===== src/rtl/bus_initiator_pkg.sv =====
// Shared definitions for the 4-bit multiplexed instruction bus: phase encodings,
// I/O-group opcode defaults and the phase-6 command decode.
package bus_initiator_pkg;

    localparam logic [2:0] PH_A1 = 3'd0;
    localparam logic [2:0] PH_A2 = 3'd1;
    localparam logic [2:0] PH_A3 = 3'd2;
    localparam logic [2:0] PH_M1 = 3'd3;
    localparam logic [2:0] PH_M2 = 3'd4;
    localparam logic [2:0] PH_X1 = 3'd5;
    localparam logic [2:0] PH_X2 = 3'd6;
    localparam logic [2:0] PH_X3 = 3'd7;

    localparam logic [11:0] RESET_PC_DEF = 12'h000;
    localparam logic [3:0]  IO_GROUP_DEF = 4'hE;
    localparam logic [3:0]  WRR_OP_DEF   = 4'h2;
    localparam logic [3:0]  RDR_OP_DEF   = 4'hA;

    typedef enum logic [1:0] {
        XNone,
        XWrr,
        XRdr,
        XSrc
    } x_action_e;

    // I/O-group frames ignore the SRC request entirely.
    function automatic x_action_e decode_x(input logic [3:0] op_hi,
                                           input logic [3:0] op_lo,
                                           input logic       x_src,
                                           input logic [3:0] io_group,
                                           input logic [3:0] wrr_op,
                                           input logic [3:0] rdr_op);
        if (op_hi == io_group) begin
            if (op_lo == wrr_op) return XWrr;
            if (op_lo == rdr_op) return XRdr;
            return XNone;
        end
        return x_src ? XSrc : XNone;
    endfunction

endpackage


===== src/rtl/bus_initiator_if.sv =====
// Shared 4-bit multiplexed bus: nibble in each direction, drive enable, frame sync
// and active-low command strobe.
interface bus_initiator_if;

    logic [3:0] data_i;
    logic [3:0] data_o;
    logic       data_en;
    logic       sync;
    logic       cmd;

    modport master (
        input  data_i,
        output data_o,
        output data_en,
        output sync,
        output cmd
    );

    modport slave (
        output data_i,
        input  data_o,
        input  data_en,
        input  sync,
        input  cmd
    );

endinterface


===== src/rtl/bus_phase_counter.sv =====
// Eight-phase frame counter (A1..X3), frozen while halt is high.
module bus_phase_counter
    import bus_initiator_pkg::*;
(
    input  logic       clock,
    input  logic       reset,
    input  logic       halt,
    output logic [2:0] phase
);

    logic [2:0] phase_q, phase_d;

    always_comb begin
        phase_d = phase_q;
        if (!halt) begin
            phase_d = (phase_q == PH_X3) ? PH_A1 : phase_q + 3'd1;
        end
    end

    always_ff @(posedge clock) begin
        if (reset) begin
            phase_q <= PH_A1;
        end else begin
            phase_q <= phase_d;
        end
    end

    assign phase = phase_q;

endmodule


===== src/rtl/bus_initiator.sv =====
// CPU-side bus master: sends the fetch address, collects the opcode from ROM and
// issues the SRC / WRR / RDR command phases of each eight-phase frame.
module bus_initiator
    import bus_initiator_pkg::*;
#(
    parameter logic [11:0] RESET_PC = RESET_PC_DEF,
    parameter logic [3:0]  IO_GROUP = IO_GROUP_DEF,
    parameter logic [3:0]  WRR_OP   = WRR_OP_DEF,
    parameter logic [3:0]  RDR_OP   = RDR_OP_DEF
) (
    input  logic                   clock,
    input  logic                   reset,
    input  logic                   halt,
    bus_initiator_if.master        bus,
    input  logic [11:0]            pc_i,
    output logic [7:0]             opcode_o,
    output logic                   opcode_valid_o,
    input  logic                   x_src_i,
    input  logic [3:0]             x_data_i,
    output logic [3:0]             rdr_data_o,
    output logic                   rdr_valid_o
);

    logic [2:0]  phase;
    logic [11:0] pc_lat_q, pc_lat_d;
    logic [3:0]  op_hi_q, op_hi_d;
    logic [3:0]  op_lo_q, op_lo_d;
    logic [7:0]  opcode_q, opcode_d;
    logic        opcode_valid_q, opcode_valid_d;
    logic        x_src_q, x_src_d;
    logic [3:0]  x_data_q, x_data_d;
    logic [3:0]  rdr_data_q, rdr_data_d;
    logic        rdr_valid_q, rdr_valid_d;
    x_action_e   x_act;

    bus_phase_counter u_phase (
        .clock (clock),
        .reset (reset),
        .halt  (halt),
        .phase (phase)
    );

    assign x_act = decode_x(op_hi_q, op_lo_q, x_src_q, IO_GROUP, WRR_OP, RDR_OP);

    always_comb begin
        pc_lat_d       = pc_lat_q;
        op_hi_d        = op_hi_q;
        op_lo_d        = op_lo_q;
        opcode_d       = opcode_q;
        opcode_valid_d = opcode_valid_q;
        x_src_d        = x_src_q;
        x_data_d       = x_data_q;
        rdr_data_d     = rdr_data_q;
        rdr_valid_d    = rdr_valid_q;
        if (!halt) begin
            opcode_valid_d = 1'b0;
            rdr_valid_d    = 1'b0;
            case (phase)
                PH_M1: op_hi_d = bus.data_i;
                // Opcode and its pulse load together so both are visible throughout X1.
                PH_M2: begin
                    op_lo_d        = bus.data_i;
                    opcode_d       = {op_hi_q, bus.data_i};
                    opcode_valid_d = 1'b1;
                end
                PH_X1: begin
                    x_src_d  = x_src_i;
                    x_data_d = x_data_i;
                end
                PH_X2: begin
                    if (x_act == XRdr) begin
                        rdr_data_d  = bus.data_i;
                        rdr_valid_d = 1'b1;
                    end
                end
                PH_X3: pc_lat_d = pc_i;
                default: ;
            endcase
        end
    end

    always_ff @(posedge clock) begin
        if (reset) begin
            pc_lat_q       <= RESET_PC;
            op_hi_q        <= 4'h0;
            op_lo_q        <= 4'h0;
            opcode_q       <= 8'h00;
            opcode_valid_q <= 1'b0;
            x_src_q        <= 1'b0;
            x_data_q       <= 4'h0;
            rdr_data_q     <= 4'h0;
            rdr_valid_q    <= 1'b0;
        end else begin
            pc_lat_q       <= pc_lat_d;
            op_hi_q        <= op_hi_d;
            op_lo_q        <= op_lo_d;
            opcode_q       <= opcode_d;
            opcode_valid_q <= opcode_valid_d;
            x_src_q        <= x_src_d;
            x_data_q       <= x_data_d;
            rdr_data_q     <= rdr_data_d;
            rdr_valid_q    <= rdr_valid_d;
        end
    end

    always_comb begin
        bus.data_o  = 4'h0;
        bus.data_en = 1'b0;
        bus.sync    = 1'b0;
        bus.cmd     = 1'b1;
        case (phase)
            PH_A1: begin
                bus.data_en = 1'b1;
                bus.data_o  = pc_lat_q[3:0];
            end
            PH_A2: begin
                bus.data_en = 1'b1;
                bus.data_o  = pc_lat_q[7:4];
            end
            PH_A3: begin
                bus.data_en = 1'b1;
                bus.data_o  = pc_lat_q[11:8];
            end
            PH_M2: bus.cmd = (op_hi_q != IO_GROUP);
            PH_X2: begin
                case (x_act)
                    XWrr: begin
                        bus.data_en = 1'b1;
                        bus.data_o  = x_data_q;
                    end
                    XSrc: begin
                        bus.data_en = 1'b1;
                        bus.data_o  = x_data_q;
                        bus.cmd     = 1'b0;
                    end
                    default: ;
                endcase
            end
            PH_X3: bus.sync = 1'b1;
            default: ;
        endcase
    end

    assign opcode_o       = opcode_q;
    assign opcode_valid_o = opcode_valid_q;
    assign rdr_data_o     = rdr_data_q;
    assign rdr_valid_o    = rdr_valid_q;

endmodule

===== src/flat_wrapper.sv =====
// flat-port wrapper written by rule: the top's interface ports become plain ports
module bus_initiator_flat import bus_initiator_pkg::*;
#(
    parameter logic [11:0] RESET_PC = RESET_PC_DEF,
    parameter logic [3:0]  IO_GROUP = IO_GROUP_DEF,
    parameter logic [3:0]  WRR_OP   = WRR_OP_DEF,
    parameter logic [3:0]  RDR_OP   = RDR_OP_DEF
)
  (clock, reset, halt, pc_i, opcode_o, opcode_valid_o, x_src_i, x_data_i, rdr_data_o, rdr_valid_o, bus_data_i, bus_data_o, bus_data_en, bus_sync, bus_cmd);
  bus_initiator_if bus_i ();
  input  logic clock;
  input  logic reset;
  input  logic halt;
  input  logic [11:0] pc_i;
  output logic [7:0] opcode_o;
  output logic opcode_valid_o;
  input  logic x_src_i;
  input  logic [3:0] x_data_i;
  output logic [3:0] rdr_data_o;
  output logic rdr_valid_o;
  input wire logic [$bits(bus_i.data_i)-1:0] bus_data_i;
  output wire logic [$bits(bus_i.data_o)-1:0] bus_data_o;
  output wire logic [$bits(bus_i.data_en)-1:0] bus_data_en;
  output wire logic [$bits(bus_i.sync)-1:0] bus_sync;
  output wire logic [$bits(bus_i.cmd)-1:0] bus_cmd;
  assign bus_i.data_i = bus_data_i;
  assign bus_data_o = bus_i.data_o;
  assign bus_data_en = bus_i.data_en;
  assign bus_sync = bus_i.sync;
  assign bus_cmd = bus_i.cmd;
  bus_initiator #(.RESET_PC(RESET_PC), .IO_GROUP(IO_GROUP), .WRR_OP(WRR_OP), .RDR_OP(RDR_OP)) u_core (.clock(clock), .reset(reset), .halt(halt), .bus(bus_i), .pc_i(pc_i), .opcode_o(opcode_o), .opcode_valid_o(opcode_valid_o), .x_src_i(x_src_i), .x_data_i(x_data_i), .rdr_data_o(rdr_data_o), .rdr_valid_o(rdr_valid_o));
endmodule

===== config.mk =====
export PLATFORM = sky130hd
export DESIGN_NAME = bus_initiator_flat
export DESIGN_NICKNAME = d
export VERILOG_FILES = /design/src/rtl/bus_initiator_pkg.sv /design/src/rtl/bus_initiator_if.sv /design/src/rtl/bus_phase_counter.sv /design/src/rtl/bus_initiator.sv /design/src/flat_wrapper.sv
export SDC_FILE = /design/constraint.sdc
export NUM_CORES = 1
export LEC_CHECK = 0
export CAP_MARGIN = 15
export CORE_MARGIN = 8
export CORE_UTILIZATION = 52
export DETAILED_ROUTE_END_ITERATION = 7
export PLACE_DENSITY = 0.82
export SKIP_LAST_GASP = 1
export SLEW_MARGIN = 0
export SYNTH_ARGS = -nofsm -noshare
export SYNTH_HDL_FRONTEND = slang
export SYNTH_SLANG_ARGS = --single-unit

===== constraint.sdc =====
create_clock -name clock -period 2.45 [get_ports clock]
set_clock_uncertainty 0.1 [all_clocks]
set_input_delay 0.49 -clock clock [delete_from_list [all_inputs] [get_ports clock]]
set_output_delay 0.49 -clock clock [all_outputs]
set_load 0.05 [all_outputs]

; ---- After elaboration in Yosys (flattened, before gate mapping)
; Index checks and enable logic that the tools add are counted.
; Widths: inputs -> output; s select.
[op_classes]
reduce_logical = 8
n_eq_ne = 14
n_mux = 24
n_bitwise = 1
add_sub_neg = 1
[ops]
columns = cell, n
row1 = $pmux 4 s4, 1
row2 = $mux 2, 7
row3 = $eq 3x3->1 const B, 4
row4 = $mux 1, 12
row5 = $eq 4x4->1 const B, 2
row6 = $reduce_and 2->1, 4
row7 = $eq 3x2->1 const B, 2
row8 = $eq 2x2->1 const B, 2
row9 = $eq 4x2->1 const B, 1
row10 = $mux 4, 1
row11 = $ne 4x4->1 const B, 1
row12 = $pmux 1 s2, 2
row13 = $add 3x1->3 const B, 1
row14 = $eq 3x1->1 const B, 1
row15 = $logic_not 3->1, 1
row16 = $mux 3, 1
row17 = $reduce_and 3->1, 1
row18 = $reduce_or 3->1, 1
row19 = $eq 2x1->1 const B, 1
row20 = $reduce_or 2->1, 1
row21 = $not 1->1, 1
[totals]
regBits = 42
in_bits = 24
out_inout_bits = 21
word_cells = 58

; ---- Logic depth before layout (Yosys ltp)
[logic_depth]
depth_word = 13
ltp_mapped = 7
mapped_depth_nobuf = 5

; ---- Hierarchy
; From an unflattened synthesis, not the netlist that was laid out.
[hier_totals]
hier_cells = 189
hier_area_um2 = 1691.6
[by_module_without_submodules]
columns = mod, cells_per_inst, n_inst, seq_area_each_um2, area_per_inst_um2
row1 = bus_initiator, 177, 1, 700.7, 1564.0
row2 = bus_phase_counter, 12, 1, 60.1, 127.6

; ---- Worst setup path after synthesis
; OpenSTA, ideal clock, no wires.
[synth_path]
kind = register -> output
startpoint = register u_core.opcode_o[1] (netlist name)
endpoint = output port bus_data_en
path_buffers = 0
required_ps = 1860
arrival_time_ps = 1921
path_slack_ps = -61
stages_incl_launch_ff = 4
path_cell_list = dfxtp_1 > nor3b_1 > nand4b_1 > a221oi_2
[synth_lines]
columns = item, line
row1 = to (decl), flat_wrapper.sv:23  ; output wire logic [$bits(bus_i.data_en)-1:0] bus_data_en;

; ---- Final worst setup path
[layout_path]
startpoint = register u_core.u_phase.phase_q[0], in the netlist u_core.u_phase.phase[0]
endpoint = output port bus_data_o[3]
[layout_via]
elab_chain_cells = 2
word_cells_on_any_way = 5
cone_classes = 3 x eq/ne / 1 x mux / 1 x reduce/logical
[layout_lines]
columns = item, line
row1 = from (decl), bus_phase_counter.sv:11  ; logic [2:0] phase_q, phase_d;
row2 = from (signal assigned), bus_phase_counter.sv:24  ; phase_q <= phase_d;
row3 = $eq 3x3->1 (tied with other cells), bus_initiator.sv:111  ; case (phase)
row4 = $pmux 4 s4 (*), bus_initiator.sv:111
row5 = to (decl), flat_wrapper.sv:22  ; output wire logic [$bits(bus_i.data_o)-1:0] bus_data_o;
; Mark *: on every way between the ends. The rest lies on a longest branch, timed or not.

==> summary.md <==
| Metric | Value |
|---|---|
| Pins over their slew limit | `0` |
| Hold_buf cts | `0` |
| Number of search-and-repair iterations in the first detailed-routing pass | `5` |
| Power density normalized to cell area | `469 nW/um^2` |
| Synthesized instance count | `189` |
| Overall routed net length | `4120 um` |
| I/O pins | `45` |
| Clock tree from TritonCTS | `done` |
| Number of global-route vias before repair | `1439` |
| Net Count, Synth | `219` |
| Async SR Flop Fraction | `0%` |
| Per-instance average area after synthesis | `9.20 sq um` |
| Clock slew at the register clock pins of the worst setup and hold paths | `0.12 ns` |
| Post-synth top area cell | `sky130_fd_sc_hd__dfxtp_1` |
| Count of state elements after synthesis | `38` |
| Diode insertion count for antenna repair | `0` |
| Number of endpoints failing setup at the final stage | `0` |
| CTS H-tree lvls | `2` |
| Combinational family with the most area after synthesis | `simple AND/OR/NAND/NOR gates` |
| Hold Worst Slack | `0.360 ns` |
| CP Data Arrival Time | `1.83 ns` |
| Final core utilization | `72.5%` |
| Highest achievable clock rate | `413 MHz` |
| Critical path buffers and inverters | `3` |
| Worst relative slew slack | `50.2%` |
| GP Congestion | `0.810` |
| Proportion of synthesized chip area in sequential cells | `43.7%` |
| DPL Wire Length | `2840 um` |
| RSZ-0062 raised after global routing | `yes` |
| Residual antenna-violating net count after detailed routing | `0` |
| LEAKAGE | `0.934 nW` |
| Clock latency at the later pin of the worst-skew pair | `0.34 ns` |
| CTS Buffer Depth | `2` |
| Max stage delay on crit path | `0.39 ns` |
| Share of final-layout standard cells stronger than drive strength 1 | `17.6%` |
| Post-synth cell types | `33` |
| Die Footprint | `5450 sq um` |
| Signed area change from the synthesized netlist to the final layout | `36.8%` |
| Area inside the core boundary | `3280 sq um` |
| Type of element launching the critical path | `register` |
| Xor/xnor cell area share of the yosys netlist | `0%` |
| Area fraction in compound gates after synthesis | `10.3%` |
| Highest net fanout along the worst path | `6` |
| Cell class contributing the biggest share of worst-path delay | `buffers and inverters` |
| Most frequent cell after synthesis | `sky130_fd_sc_hd__dfxtp_1` |
| Run status | `finished clean` |
| Violation count after the first detailed-routing iteration | `122` |
| Total negative slack for setup checks | `0 ns` |
| Multiplexer area fraction after synthesis | `13.5%` |
| Critical path endpoint category | `output pin` |
| Total power of the final layout | `0.00112 W` |
| Tightest Pin Transition | `0.746 ns` |
| Period minus WS final | `2.42 ns` |
| Worst min-delay path category | `reg -> reg` |
| Primary FF master, synth | `sky130_fd_sc_hd__dfxtp_1` |
| First-pass GRT wire length | `6680 um` |
| Total routing usage reported by global routing | `15.9%` |
| Vias per std cell | `5.23` |
| Row cnt | `21` |
| Antenna violations before repair | `0` |
| Crit-path slowest cell | `sky130_fd_sc_hd__dfxtp_4` |
| Post-synth top area share | `43.7%` |
| Width of the die | `73.8 um` |
| Cell area after technology mapping | `1740 sq um` |
| Average detailed-routed wire length per instance | `14.5 um` |
| Routed vias | `1485` |
| Worst path required time | `1.86 ns` |
| Cell types with the highest counts after synthesis | `sky130_fd_sc_hd__dfxtp_1 (38), sky130_fd_sc_hd__nand2_1 (27), sky130_fd_sc_hd__mux2i_1 (22), sky130_fd_sc_hd__nor2_1 (22), sky130_fd_sc_hd__a21oi_1 (16)` |
| Yosys warnings | `0` |
| Category of the most critical setup path | `reg -> out` |
| GR Overflow Total | `0` |
| Count of input and output buffers | `44` |
| Hold Fails Final Rpt | `0` |
| Remaining DRCs | `0` |
| Worst IR Drop VDD | `0.353 mV` |
| Simple-Gate Fraction of Synth Area | `23.0%` |
| Cell total after placement | `269` |
| Net total in the final layout | `267` |
| Die Y-Extent | `73.8 um` |
| Largest cells by area after synthesis | `sky130_fd_sc_hd__dfxtp_1 (44%), sky130_fd_sc_hd__mux2i_1 (13%), sky130_fd_sc_hd__nand2_1 (5.8%), sky130_fd_sc_hd__nor2_1 (4.7%), sky130_fd_sc_hd__a21oi_1 (4.6%)` |
| Crit-path cells | `clkinvlp_4 -> ha_4 -> buf_6 -> a222oi_1 -> o22ai_1 -> buf_4` |
| Clock root buffer | `sky130_fd_sc_hd__clkbuf_4` |
| Largest net degree at the start of global routing | `43` |
| Crit share post-route | `98.8%` |
| Post-synthesis share of cell area spent on full adders, half adders and majority gates | `4.32%` |
| Number of flops mapped to enable cells by yosys | `0` |
| Clk sinks | `38` |
| Max Cap Violations | `0` |
| Number of cells in the finished layout apart from fillers | `284` |
| CTS Buf Count | `5` |
| Initial Utilization | `53.0%` |
-- final timing paths --
kind                                                           start                         endpoint  slack [ns]  depth (start not counted)
worst max register to register  u_core.u_phase.phase[0]$_SDFFE_PP0N_  u_core.pc_lat_q[5]$_SDFFE_PP0P_        0.41                          6
worst min register to register       u_core.rdr_valid_o$_SDFFE_PP0N_  u_core.rdr_valid_o$_SDFFE_PP0N_        0.36                          2
worst max-delay path            u_core.u_phase.phase[0]$_SDFFE_PP0N_                    bus_data_o[3]        0.03                          6
worst min-delay path                 u_core.rdr_valid_o$_SDFFE_PP0N_  u_core.rdr_valid_o$_SDFFE_PP0N_        0.36                          2
-- cells by family after synthesis --
group | count (synthesis)
AND/OR/NAND/NOR | 78
flip-flops | 38
AO/OA/AOI/OAI | 28
multiplexers | 23
buffers and inverters | 16
adder cells (fa/ha/maj) | 6
-- cells in the final DEF (no fill, tap or decap), drive strengths merged, types with 2 or more instances in the layout --
cell type,instances
nand3b,2
clkdlybuf4s50,37
nand2,27
inv,2
dfxtp,38
nand4,4
a21oi,16
buf,17
mux2i,23
nand2b,9
ha,6
o21ai,2
nor2b,3
nor2,22
a222oi,4
nor3,2
clkbuf,7
and4b,2
o22ai,4
-- where the power goes --
group | switching, W | total [W] | internal, W
registers | 0.00000685 | 0.000628 | 0.000621
clock network | 0.000201 | 0.000340 | 0.000139
logic | 0.0000653 | 0.000148 | 0.0000825
total | 0.000273 | 0.00112 | 0.000843
-- worst reg2reg max path, stage by stage (launching register included) --
cell and delay [ns]:
sky130_fd_sc_hd__dfxtp_4 0.39, sky130_fd_sc_hd__buf_4 0.15, sky130_fd_sc_hd__ha_1 0.19, sky130_fd_sc_hd__ha_1 0.24, sky130_fd_sc_hd__nor2b_1 0.63, sky130_fd_sc_hd__nand2_1 0.14, sky130_fd_sc_hd__a21oi_1 0.14
-- stage by stage --
| stage | instance area (sq um) | setup WS (ns) |
|---|---|---|
| after floorplan | 1750 | -0.0523 |
| after global placement | 2200 | 0.217 |
| after detailed placement | 2200 | 0.150 |
| after CTS | 2330 | 0.00776 |
| after global routing | 2380 | -0.0437 |
| final | 2380 | 0.0304 |
-- sequential cells by signal, summed over array words and instances, names as in the netlist --
| signal | flops |
|---|---|
| u_core.rdr_data_o | 4 |
| u_core.opcode_valid_o | 1 |
| u_core.x_src_q | 1 |
| u_core.pc_lat_q | 12 |
| u_core.opcode_o | 8 |
| u_core.rdr_valid_o | 1 |
| u_core.u_phase.phase | 3 |
| u_core.x_data_q | 4 |
| u_core.op_hi_q | 4 |
-- layer usage --
layer	track usage [%]	vias to the layer above	routed length (um)
li1	-	751	-
met4	9.09	0	91
met1	19.1	685	1840
met3	4.50	8	220
met5	0	-	0
met2	24.6	41	1970
-- layout make-up --
| class | count | area (sq um) |
|---|---|---|
| fill | 247 | 905 |
| timing repair buffer | 54 | 527 |
| multi-input combinational | 135 | 948 |
| tap | 46 | 57.6 |
| inverter | 3 | 17.5 |
| clock inverter | 1 | 5.00 |
| sequential | 38 | 769 |
| clock buffer | 7 | 55.1 |
-- repair_timing --
| item | 4_1_cts | 5_1_grt |
|---|---|---|
| endpoints found under the setup margin | 6 | 6 |
| cloned | 0 | 0 |
| pin swaps | 3 | 6 |
| buffers inserted | 3 | 4 |
| gates resized for setup | 12 | 6 |
No activity file was read; power rests on OpenSTA's default activity.
==> variant 1: new RTL, same flow settings <==
Put one more register stage on the output `opcode_o`, without a reset. The value now appears one clock later. The other outputs are not delayed to match.
--- a/src/rtl/bus_initiator.sv
+++ b/src/rtl/bus_initiator.sv
@@ -142,5 +142,7 @@
     end
 
-    assign opcode_o       = opcode_q;
+    always_ff @(posedge clock) begin
+        opcode_o <= opcode_q;
+    end
     assign opcode_valid_o = opcode_valid_q;
     assign rdr_data_o     = rdr_data_q;
Check against the original RTL: not equivalent (Yosys sat finds a counterexample within 10 cycles, from zero or initial values and one cycle with reset high).
==> variant 1 against the unedited design <==
The run now ends with negative setup slack left. Setup slack lost 0.031 ns. Routed wire length grew 4.1%. Synthesized area grew 9.1%. Cell count rose by 3.5%. Design area grew 12%. Power grew 23%. Sequential cell count increased by 8. Die area up 7.1%. Sequential power grew 21%. Critical path type unchanged. Highest routed layer unchanged.
==> variant 1: results (changes against the unedited design) <==
Final layout
  • Share of cells above drive strength 1: 20.3% (was 17.6%)
  • Final net count: 275 (was 267)
  • Biggest regs: u_core.pc_lat_q x12, u_core.opcode_o x8, u_core.opcode_q x5
  • Antenna cells: 0 (unchanged)

Worst hold path
  • HP Class: reg2reg (unchanged)

Placed design
  • GP Congestion: 0.784 (was 0.810)
  • Dpl hpwl: 3.01 mm (was 2.84 mm)
  • Placed Area: 0.00245 mm^2 (was 0.00220 mm^2)
  • DP Worst Slack: 0.124 ns (was 0.150 ns)
  • Port Buffers: 44 (unchanged)

Routing
  • Drt wl/cell: 14.6 um (was 14.5 um)
  • DRT Pass-1 Iters: 4 (was 5)
  • Vias after detailed routing: 1529 (was 1485)
  • Drt first-iter violations: 128 (was 122)

CTS
  • Htree depth: 2 (unchanged)
  • Clock slew at reported path FFs: 0.15 ns (was 0.12 ns)
  • Max Root-Sink Buffers: 2 (unchanged)
  • Root buffer cell: clkbuf_4 (unchanged)
  • Clk_lat worst skew: 0.37 ns (was 0.34 ns)
  • TritonCTS buffer count: 5 (unchanged)

Yosys
  • Synth async-reset ratio: 0% (unchanged)
  • Synth cell types: 33 (unchanged)
  • Top cells by count, synth: 46 x dfxtp_1, 27 x nand2_1, 22 x mux2i_1, 22 x nor2_1, 16 x a21oi_1 (was 38 x dfxtp_1, 27 x nand2_1, 22 x mux2i_1, 22 x nor2_1, 16 x a21oi_1)
  • Synth warn: 0 (unchanged)
  • Sequential area share after synthesis: 48.5% (was 43.7%)
  • Ys flop type: dfxtp_1 (unchanged)
  • Syn nets: 227 (was 219)
  • Synth area leaders: dfxtp_1 49%, mux2i_1 12%, nand2_1 5.3% (was dfxtp_1 44%, mux2i_1 13%, nand2_1 5.8%)

Outcome
  • Outcome: finished, violations left (was finished, final reports clean)
  • Violated checks: negative setup slack

Power and ir drop
  • VDD IR max: 0.365 mV (was 0.353 mV)
  • LEAKAGE: 0.00102 uW (was 0.000934 uW)

Global routing
  • Largest net degree at the start of global routing: 23 (was 43)
  • Total GRT Usage: 14.8% (was 15.9%)
  • First-pass GRT wire length: 7.26 mm (was 6.68 mm)
  • Initial antenna violation count: 0 (unchanged)

Critical path
  • Critical path peak fanout: 8 (was 6)
  • Critical path data arrival time: 1.86 ns (was 1.83 ns)

STA
  • Slew margin rel.: 62.7% (was 50.2%)
  • Final setup violating endpoints: 1 (was 0)
  • Fin worst setup slack: -0.000262 ns (was 0.0304 ns)
## variant 1: cell count changes after synthesis, sizes merged
cell	unedited run	this run
buf	8	9
dfxtp	38	46
clkbuf	5	4
## variant 1: area by class of cell
cell class | instances | area [um^2]
inverters | 3 | 17.5
repair buffers | 54 | 573
fillers | 258 | 925
well taps | 48 | 60.1
flip-flops and latches | 46 | 931
clock buffers | 5 | 37.5
clock inverters | 3 | 45.0
multi-input cells | 135 | 990
## variant 1: cell families after synthesis
group	Yosys count	synth area share (%)
buf+inv	16	4.68
compound gates	28	9.43
mux	23	12.3
simple gates	78	21.1
flops	46	48.5
fa+ha+maj	6	3.96
## variant 1: path summary, 6_finish.rpt
check,start,end,slack [ns],depth (start not counted)
max,u_core.u_phase.phase[0]$_SDFFE_PP0N_,bus_data_o[2],-0.0003,5
min,u_core.opcode_q[4]$_SDFFE_PP0P_,u_core.opcode_o[4]$_DFF_P_,0.27,0
max reg2reg,u_core.u_phase.phase[2]$_SDFFE_PP0N_,u_core.op_hi_q[0]$_SDFFE_PP0P_,0.70,6
min reg2reg,u_core.opcode_q[4]$_SDFFE_PP0P_,u_core.opcode_o[4]$_DFF_P_,0.27,0
## variant 1: stage by stage
step	std cells	hold slack [ns]	util, %	setup TNS [ns]	power [uW]
2_1_floorplan	197	0.231	-	0	832
3_3_place_gp	282	0.238	68.4	0	895
3_5_place_dp	282	0.240	68.4	0	897
4_1_cts	293	0.264	73.3	0	1370
5_1_grt	294	0.274	74.2	-0.562	1420
6_report	294	0.266	74.2	-0.000262	1370
## variant 1: worst max-delay path, stage by stage, from the launching register on
cell        delay [ns]
dfxtp_4           0.38
clkinvlp_4        0.15
ha_4              0.22
a222oi_1          0.43
o22ai_2           0.14
buf_12            0.18
## variant 1: repair_timing
action                                 4_1_cts  5_1_grt
pin swaps                                    5        7
setup buffers                                3        1
hold buffers                                 0        0
setup endpoints to repair                    6        6
endpoints found under the hold margin        0        0
gates resized for setup                     17        6
## variant 1: routing by layer
layer	track usage [%]	vias to the layer above	share of wire, %
met5	0	-	0
met4	6.92	0	1.9
li1	-	773	-
met3	4.36	9	5.0
met2	23.0	44	47
met1	18.4	703	46
## variant 1: power by group
| part | switching [uW] | leakage [uW] | internal (uW) |
|---|---|---|---|
| registers | 6.97 | 0.000373 | 752 |
| clock network | 251 | 0.0000374 | 214 |
| logic | 64.7 | 0.000611 | 79.0 |
==> variant 2: new RTL, same settings <==
Without the edit above. Make the reset (`reset`) asynchronous in 2 clocked blocks.
--- a/src/rtl/bus_phase_counter.sv
+++ b/src/rtl/bus_phase_counter.sv
@@ -18,5 +18,5 @@
     end
 
-    always_ff @(posedge clock) begin
+    always_ff @(posedge clock or posedge reset) begin
         if (reset) begin
             phase_q <= PH_A1;
--- a/src/rtl/bus_initiator.sv
+++ b/src/rtl/bus_initiator.sv
@@ -80,5 +80,5 @@
     end
 
-    always_ff @(posedge clock) begin
+    always_ff @(posedge clock or posedge reset) begin
         if (reset) begin
             pc_lat_q       <= RESET_PC;
Formal check against the unedited RTL: differs if reset is asserted again (counterexample within 4 cycles, from zero or initial values and one cycle with reset high); with reset held inactive, the same outputs for 10 cycles.
==> variant 2 against the unedited design <==
Synthesized area is 2.1% higher. Register-to-register slack better by 0.14 ns. Die area is 1.6% higher. Design area is 1.4% higher. Global-route usage hardly changed. Sequential share of layout area is 7.1 points higher. Count of clock-buffer cells in the layout stayed put. Fmax is 0.43% lower. Core utilization is 0.41 points higher. Sequential cell count stayed put. Routed wire length is 1.6% lower. Setup slack worse by 0.010 ns.
Power is not compared: it rests on default switching activity, and its combinational part moved more than twofold at a synthesized area within 25%.
==> variant 2: results (changes against the unedited design) <==
Outcome
  • Outcome: finished, final reports clean (unchanged)

Yosys
  • Syn nets: 154 (was 219)
  • Top cells by count, synth: 38 x dfrtp_1, 30 x mux2_2, 6 x ha_1 (was 38 x dfxtp_1, 27 x nand2_1, 22 x mux2i_1, 22 x nor2_1, 16 x a21oi_1)
  • Synth cell types: 28 (was 33)
  • Synth area leaders: dfrtp_1 54%, mux2_2 19%, ha_1 4.2% (was dfxtp_1 44%, mux2i_1 13%, nand2_1 5.8%)
  • Synth async-reset ratio: 100% (was 0%)
  • Sequential area share after synthesis: 53.6% (was 43.7%)

Global routing
  • Initial antenna violation count: 0 (unchanged)
  • Largest net degree at the start of global routing: 39 (was 43)
  • Total GRT Usage: 15.9% (about the same)
  • Vias in the first global route: 1386 (was 1439)
  • First-pass GRT wire length: 6.63 mm (was 6.68 mm)

Critical path
  • Worst setup path start: u_core.u_phase.phase[1]$_DFFE_PP0N_ (was u_core.u_phase.phase[0]$_SDFFE_PP0N_)
  • Slowest stage delay, CP: 0.44 ns (was 0.39 ns)
  • CP endpoint: bus_data_o[2] (was bus_data_o[3])
  • Worst R2R Setup Slack: 0.55 ns (was 0.41 ns)
  • Slowest CP cell: dfrtp_2 (was dfxtp_4)
  • Reg-to-reg endpoint: u_core.pc_lat_q[7]$_DFFE_PP0P_ (was u_core.pc_lat_q[5]$_SDFFE_PP0P_)
  • CP top delay family: compound AO/OA/AOI/OAI gates (was buffers and inverters)

Worst hold path
  • Hold Path Sink: u_core.opcode_valid_o$_DFFE_PP0N_ (was u_core.rdr_valid_o$_SDFFE_PP0N_)
  • HP Start: u_core.opcode_valid_o$_DFFE_PP0N_ (was u_core.rdr_valid_o$_SDFFE_PP0N_)

Routing
  • Drt first-iter violations: 129 (was 122)
  • Vias per cell: 5.61 (was 5.23)
  • DRT Pass-1 Iters: 4 (was 5)

Floorplanning
  • Die X: 74.4 um (was 73.8 um)

Final layout
  • Final net count: 207 (was 267)
  • Comb_multi_in: 78 (was 135)
  • Fillers: 240 (was 247)
  • Share of cells above drive strength 1: 37.3% (was 17.6%)
  • Layout area overhead: 35.9% (was 36.8%)
  • Clk cell area share: 1.87% (was 2.52%)
  • Buffering overhead: 21.6% (was 22.1%)
  • Multi-input gate area: 820 um^2 (was 948 um^2)
  • Non-CTS buffers: 50 (was 54)
  • Seq area share: 39.5% (was 32.3%)
  • Count of non-CTS inverters in the layout: 4 (was 3)

Placed design
  • Dpl hpwl: 2.97 mm (was 2.84 mm)
  • Placed Area: 0.00228 mm^2 (was 0.00220 mm^2)

CTS
  • Clock slew at reported path FFs: 0.10 ns (was 0.12 ns)

STA
  • Worst Tran Pin Value: 0.526 ns (was 0.746 ns)
-- variant 2: routing by layer --
layer	routed length (um)	vias up	GRT usage, %
li1	-	568	-
met4	68	0	7.17
met3	407	9	6.87
met2	2020	58	27.3
met1	1560	615	16.4
met5	0	-	0
-- variant 2: logic make-up after synthesis --
family	count (synthesis)	synth area share, %
buffers and inverters	8	2.40
AOI/OAI and AO/OA	15	7.40
and+or+nand+nor	22	9.16
DFF	38	53.6
muxes	35	23.3
adders and majority gates	6	4.23
-- variant 2: stage by stage --
step                TNS [ns]  std cells  hold WS, ns  worst slack [ns]
global placement           0        214        0.365             0.280
floorplan                  0        124        0.379            0.0316
detailed placement         0        214        0.375             0.132
global route          -0.148        223        0.441           -0.0492
finish                     0        223        0.396            0.0199
CTS                        0        222        0.399           0.00171
-- variant 2: what timing repair did --
item / in CTS / in global routing
buffers inserted: 1 / 1
gates resized for setup: 10 / 4
hold endpoints to repair: 0 / 0
endpoints found under the setup margin: 6 / 4
pin swaps: 2 / 3
